--- src/rtl/pc_sequencer_if.sv ---
// Request/status bundle for pc_sequencer: the master drives the control
// inputs and observes the program counter and return-stack status.
interface pc_sequencer_if #(
    parameter int LENGTH    = 11,
    parameter int OFS_W     = 8,
    parameter int RAS_DEPTH = 4
);
    localparam int DEPTH_W = $clog2(RAS_DEPTH + 1);

    logic               enable;
    logic [2:0]         op;
    logic [LENGTH-1:0]  target;
    logic [OFS_W-1:0]   offset;
    logic               resume;
    logic [LENGTH-1:0]  program_count;
    logic               halted;
    logic [DEPTH_W-1:0] ras_depth;
    logic               ras_overflow;
    logic               ras_underflow;

    modport master (
        output enable, op, target, offset, resume,
        input  program_count, halted, ras_depth, ras_overflow, ras_underflow
    );

    modport slave (
        input  enable, op, target, offset, resume,
        output program_count, halted, ras_depth, ras_overflow, ras_underflow
    );
endinterface

--- src/rtl/pc_sequencer.sv ---
// Program counter sequencer with RUN/HALTED FSM, updating on the falling edge.
// Define PC_SEQUENCER_RAS_EN to build the circular return-address stack.
module pc_sequencer #(
    parameter int                LENGTH       = 11,
    parameter int                OFS_W        = 8,
    parameter int                RAS_DEPTH    = 4,
    parameter logic [LENGTH-1:0] RESET_VECTOR = '0
) (
    input  logic              clk,
    input  logic              reset,
    pc_sequencer_if.slave     bus
);
    localparam int DEPTH_W = $clog2(RAS_DEPTH + 1);

    localparam logic [2:0] OP_JUMP   = 3'd1;
    localparam logic [2:0] OP_BRANCH = 3'd2;
    localparam logic [2:0] OP_CALL   = 3'd3;
    localparam logic [2:0] OP_RET    = 3'd4;
    localparam logic [2:0] OP_HALT   = 3'd5;

    typedef enum logic {RUN, HALTED} state_t;

    state_t             state;
    logic [LENGTH-1:0]  pc;
    logic               halted_q;
    logic [LENGTH-1:0]  pc_inc;
    logic [LENGTH-1:0]  pc_br;
    logic signed [LENGTH-1:0] ofs_ext;

    assign pc_inc  = pc + LENGTH'(1);
    // Signed size cast sign-extends the displacement; the add wraps naturally.
    assign ofs_ext = LENGTH'($signed(bus.offset));
    assign pc_br   = pc + LENGTH'(ofs_ext);

`ifdef PC_SEQUENCER_RAS_EN
    localparam int PTR_W = $clog2(RAS_DEPTH);

    logic [LENGTH-1:0]  stack [RAS_DEPTH];
    logic [PTR_W-1:0]   sp;
    logic [PTR_W-1:0]   sp_top;
    logic [DEPTH_W-1:0] depth;
    logic               ovf;
    logic               unf;
    logic               full;
    logic               push;

    // sp is the next write slot; when full it also indexes the oldest entry.
    assign sp_top = sp - PTR_W'(1);
    assign full   = (depth == DEPTH_W'(RAS_DEPTH));
    assign push   = (state == RUN) && bus.enable && (bus.op == OP_CALL);

    always_ff @(negedge clk) begin
        if (push) stack[sp] <= pc_inc;
    end
`endif

    always_ff @(negedge clk or posedge reset) begin
        if (reset) begin
            state    <= RUN;
            pc       <= RESET_VECTOR;
            halted_q <= 1'b0;
`ifdef PC_SEQUENCER_RAS_EN
            sp       <= '0;
            depth    <= '0;
            ovf      <= 1'b0;
            unf      <= 1'b0;
`endif
        end else begin
            case (state)
                RUN: if (bus.enable) begin
                    case (bus.op)
                        OP_JUMP:   pc <= bus.target;
                        OP_BRANCH: pc <= pc_br;
                        OP_CALL: begin
                            pc <= bus.target;
`ifdef PC_SEQUENCER_RAS_EN
                            sp <= sp + PTR_W'(1);
                            if (full) ovf   <= 1'b1;
                            else      depth <= depth + DEPTH_W'(1);
`endif
                        end
                        OP_RET: begin
`ifdef PC_SEQUENCER_RAS_EN
                            if (depth == '0) begin
                                pc  <= pc_inc;
                                unf <= 1'b1;
                            end else begin
                                pc    <= stack[sp_top];
                                sp    <= sp_top;
                                depth <= depth - DEPTH_W'(1);
                            end
`else
                            pc <= pc_inc;
`endif
                        end
                        OP_HALT: begin
                            state    <= HALTED;
                            halted_q <= 1'b1;
                        end
                        default:   pc <= pc_inc;
                    endcase
                end
                HALTED: if (bus.resume) begin
                    state    <= RUN;
                    halted_q <= 1'b0;
                end
                default: state <= RUN;
            endcase
        end
    end

    assign bus.program_count = pc;
    assign bus.halted        = halted_q;
`ifdef PC_SEQUENCER_RAS_EN
    assign bus.ras_depth     = depth;
    assign bus.ras_overflow  = ovf;
    assign bus.ras_underflow = unf;
`else
    assign bus.ras_depth     = '0;
    assign bus.ras_overflow  = 1'b0;
    assign bus.ras_underflow = 1'b0;
`endif
endmodule

--- src/flat_wrapper.sv ---
// flat-port wrapper written by rule: the top's interface ports become plain ports
module pc_sequencer_flat 
#(
    parameter int                LENGTH       = 11,
    parameter int                OFS_W        = 8,
    parameter int                RAS_DEPTH    = 4,
    parameter logic [LENGTH-1:0] RESET_VECTOR = '0
)
  (clk, reset, bus_enable, bus_op, bus_target, bus_offset, bus_resume, bus_program_count, bus_halted, bus_ras_depth, bus_ras_overflow, bus_ras_underflow);
  pc_sequencer_if #(.LENGTH(LENGTH), .OFS_W(OFS_W), .RAS_DEPTH(RAS_DEPTH)) bus_i ();
  input  logic clk;
  input  logic reset;
  input wire logic [$bits(bus_i.enable)-1:0] bus_enable;
  input wire logic [$bits(bus_i.op)-1:0] bus_op;
  input wire logic [$bits(bus_i.target)-1:0] bus_target;
  input wire logic [$bits(bus_i.offset)-1:0] bus_offset;
  input wire logic [$bits(bus_i.resume)-1:0] bus_resume;
  output wire logic [$bits(bus_i.program_count)-1:0] bus_program_count;
  output wire logic [$bits(bus_i.halted)-1:0] bus_halted;
  output wire logic [$bits(bus_i.ras_depth)-1:0] bus_ras_depth;
  output wire logic [$bits(bus_i.ras_overflow)-1:0] bus_ras_overflow;
  output wire logic [$bits(bus_i.ras_underflow)-1:0] bus_ras_underflow;
  assign bus_i.enable = bus_enable;
  assign bus_i.op = bus_op;
  assign bus_i.target = bus_target;
  assign bus_i.offset = bus_offset;
  assign bus_i.resume = bus_resume;
  assign bus_program_count = bus_i.program_count;
  assign bus_halted = bus_i.halted;
  assign bus_ras_depth = bus_i.ras_depth;
  assign bus_ras_overflow = bus_i.ras_overflow;
  assign bus_ras_underflow = bus_i.ras_underflow;
  pc_sequencer #(.LENGTH(LENGTH), .OFS_W(OFS_W), .RAS_DEPTH(RAS_DEPTH), .RESET_VECTOR(RESET_VECTOR)) u_core (.clk(clk), .reset(reset), .bus(bus_i));
endmodule
--- config.mk ---
export PLATFORM = sky130hd
export DESIGN_NAME = pc_sequencer_flat
export DESIGN_NICKNAME = d
export VERILOG_FILES = /design/src/rtl/pc_sequencer_if.sv /design/src/rtl/pc_sequencer.sv /design/src/flat_wrapper.sv
export SDC_FILE = /design/constraint.sdc
export NUM_CORES = 1
export LEC_CHECK = 0
export ABC_AREA = 1
export BUFFER_PORTS_ARGS = -buffer_cell sky130_fd_sc_hd__buf_4
export CAP_MARGIN = 20
export CORE_MARGIN = 10
export CORE_UTILIZATION = 46
export DETAILED_ROUTE_END_ITERATION = 16
export PLACE_DENSITY_LB_ADDON = 0.08
export SYNTH_ARGS = -nofsm -noshare
export SYNTH_HDL_FRONTEND = slang
export SYNTH_SLANG_ARGS = --single-unit
--- constraint.sdc ---
create_clock -name clk -period 2.03 [get_ports clk]
set_clock_uncertainty 0.2 [all_clocks]
set_input_delay 0.203 -clock clk [delete_from_list [all_inputs] [get_ports clk]]
set_output_delay 0.203 -clock clk [all_outputs]
set_load 0.1 [all_outputs]
# == Yosys cells after proc, flatten, opt, wreduce, memory -nomap -nowiden ==
# Index checks and enable logic that the tools add are counted.
# W data, S select, Z words.
# classes
addsub,2
eq_ne,7
mux,9
n_bitwise,2
n_reduce_logical,3
# ops
operator,n
$pmux W11 S3,1
$add A11 B1 Y11 const B,1
$add A11 B11 Y11,1
$eq A3 B2 Y1 const B,2
$mux W1,6
$ne A2 B2 Y1 const B,3
$reduce_and A3 Y1,2
$pmux W1 S2,2
$eq A3 B1 Y1 const B,1
$eq A3 B3 Y1 const B,1
$not A1 Y1,2
$reduce_or A2 Y1,1
# word_totals
register_bits,13
inputBits,26
output_inout_bits,17
wordCells,26

# == Longest topological paths before layout ==
# logic_depth
word_depth,4
depth_mapped,16
ltp_nobuf,16

==> run metrics <==
Num CTS Buffers 3; Leak between 1 and 1.5 nW; root buffer cell clkbuf_4; starting density of the core 49.3%; RSZ-0062 raised after global routing true; antenna violations before repair 0; # port buffers 37; failing checks setup timing; sequential-to-total area share from yosys stat between 20% and 30%; CP max-delay cell fa_2; Filler Cell Count around 150; Clock Latency Late Sink 0.29 ns; number of max-cap violations 0; IO Count between 40 and 50; grt ovf 0; CTS clk-pin slew, worst paths about 0.060 ns; # clock sinks 13; Crit path max-delay family simple AND/OR/NAND/NOR gates; routability cong. ~0.96; Top cell by count, worst path nand2_1; Mapped Area 1380 sq um; Synth Flop Type dfrtn_1; Pwr Total 2.67 mW; die height approximately 75 um; drt pass-1 iters 4; Final Cell Area around 2400 sq um; Register Area 325 sq um; Worst Path Arrival between 1.5 and 2 ns; final setup margin -0.811 ns; slowest stage delay, CP approximately 0.35 ns; DP HPWL a little over 3000 um; largest net degree at the start of global routing 17; layout cells sized above 1 between 40% and 50%; Std-Cell Rows 19; outcome complete, but fails checks; Clock Path Buffers 2; Core ar. 2810 sq um; DIE AREA 5600 sq um; nets 333; Cell Chain, Critical Path buf_8, inv_6, nand3_4, buf_4, inv_1, nand2_2, fa_2, inv_2, buf_4, nand2_4, nand3_2, nand2_1, nand3_1, nand3_1, nand2_1, nand2_1; Mean Syn Cell Area around 6.5 sq um; Residual DRC 0; vias approximately 1600; global-route wire length before repair about 7300 um; Non-Filler Instances roughly 330; Post-Place Worst Slack -1.13 ns; vias in the first global route around 1700; Syn. warnings 0; synthesis-stage register bit count 13; post-route ant nets 0; Cells after Synth roughly 210; Max rail drop VDD 1060 uV; fin. max-slew vios 0; CTS tree yes; Area growth syn-to-layout 73.2%; WL final ~4600 um; # setup viols final 23; count of final hold-check violations 0; routed length per instance around 14 um; footprint of the multi-input gates about 1100 sq um; Worst Path Max Fanout 4; Pwr per Cell Area between 1000 and 1500 nW/um^2; critical path required time ~0.95 ns; Cell Area, Placed 1980 sq um; Chip Width 74.9 um; ant diodes 0; CTS H-Tree Depth 1; Startpoint Class input pin; Yosys cell types 28; Crit Path Class input pin to flip-flop; Bufs and invs on worst path 6; placed cell count between 300 and 400; 1st-iter DRT viols 130; number of enable flip-flop cells after synthesis 0; Via-to-Cell Ratio between 5 and 6; Post-synth ARST share between 90% and 100%; endpoint type of the worst setup path flip-flop; HP Class flip-flop to flip-flop; all-layer global routing usage between 10% and 20%
-- layout make-up --
class,count,share of cell area (%)
tap,31,1.62
clock buffer,4,1.10
multi-input combinational,159,44.0
sequential,13,13.6
timing repair buffer,82,32.8
inverter,37,6.89
-- metal layers --
metal / global-route usage (%) / wire length [um]
met5: 0 / 0
met3: 4.73 / 376
met4: 3.78 / 101
met2: 28.4 / 2310
met1: 19.4 / 1820
-- state kept, by name, summed over array words and instances (netlist names) --
name,cells
u_core.bus.program_count,11
u_core.state,1
u_core.bus.halted,1
-- path summary, 6_finish.rpt --
check	startpoint	depth (start not counted)	to	slack, ns
max in group asynchronous	reset	3	u_core.bus.program_count[8]	0.81
worst max-delay path	bus_op[2]	16	u_core.bus.program_count[10]	-0.81
worst min-delay path	u_core.state	3	u_core.bus.halted	0.24
worst max register to register	u_core.bus.program_count[0]	14	u_core.bus.program_count[10]	-0.24
worst min register to register	u_core.state	3	u_core.bus.halted	0.24
min in group asynchronous	reset	3	u_core.bus.program_count[6]	0.61
-- report_power, final --
group          internal (mW)  leakage [nW]  switching (mW)  total, mW
clock                 0.0765        0.0150           0.101      0.178
sequential             0.343         0.156          0.0860      0.429
combinational          0.854          1.14            1.21       2.07
-- timing repair --
item                                   in CTS  in global routing
gates cloned                                0                  0
hold buffers                                0                  0
pin swaps                                  15                  6
buffers inserted                            7                  2
setup endpoints to repair                  23                 23
endpoints found under the hold margin       0                  0
gates resized for setup                    55                 13
-- cells in the mapped netlist (all sizes together), types with 2 or more instances --
cell type	count	share of area, %
nand3	18	9.0
o211ai	2	1.8
xor2	3	1.9
buf	7	4.3
nand4	4	1.8
dfrtn	13	24
nor2	28	9.2
nand2	69	20
a21oi	11	4.2
o21ai	5	2.1
inv	37	10
ha	10	9.0
-- worst register-to-register path: stages, from the launching register on --
cell     delay [ns]
dfrtn_1        0.47
buf_4          0.13
buf_4          0.12
ha_4           0.13
inv_2          0.04
fa_2           0.36
inv_2          0.10
buf_4          0.12
nand2_4        0.05
nand3_2        0.08
nand2_1        0.05
nand3_1        0.06
nand3_1        0.07
nand2_1        0.08
nand2_1        0.06
-- through the flow --
| stage | hold slack (ns) | TNS (ns) | utilization (%) |
|---|---|---|---|
| CTS | 0.237 | -10.60 | 83.0 |
| global route | 0.276 | -12.41 | 85.5 |
| global placement | 0.210 | -11.44 | 70.6 |
| finish | 0.242 | -11.14 | 85.5 |
| detailed placement | 0.226 | -11.79 | 70.6 |
| floorplan | 0.188 | -11.89 | - |
-- kinds of logic (layout without fill, tap and decap cells) --
kind of cell | count (synthesis) | in the layout | share of synthesized area [%]
xor gates and xnor gates | 3 | 3 | 1.90
DFF | 13 | 13 | 23.5
other | 1 | 5 | 0.271
and+or+nand+nor | 120 | 120 | 40.1
adders and majority gates | 11 | 11 | 10.5
buffers and inverters | 44 | 123 | 14.6
AOI/OAI and AO/OA | 20 | 20 | 9.13
-- layout by cell type, fill, tap and decap left out, types with 3 or more instances in the layout --
master     n
nand4_1    4
nand3_2    6
inv_2      4
clkbuf_4   3
buf_12    13
buf_4     68
a21oi_2    5
nor2_1    19
a21oi_1    6
nor2_4     3
conb_1     5
nand2_1   59
nand2_2    9
nand3_1   10
inv_1     30
ha_4       8
dfrtn_1   13
nor2_2     6
(Power assumes the default switching activity.)
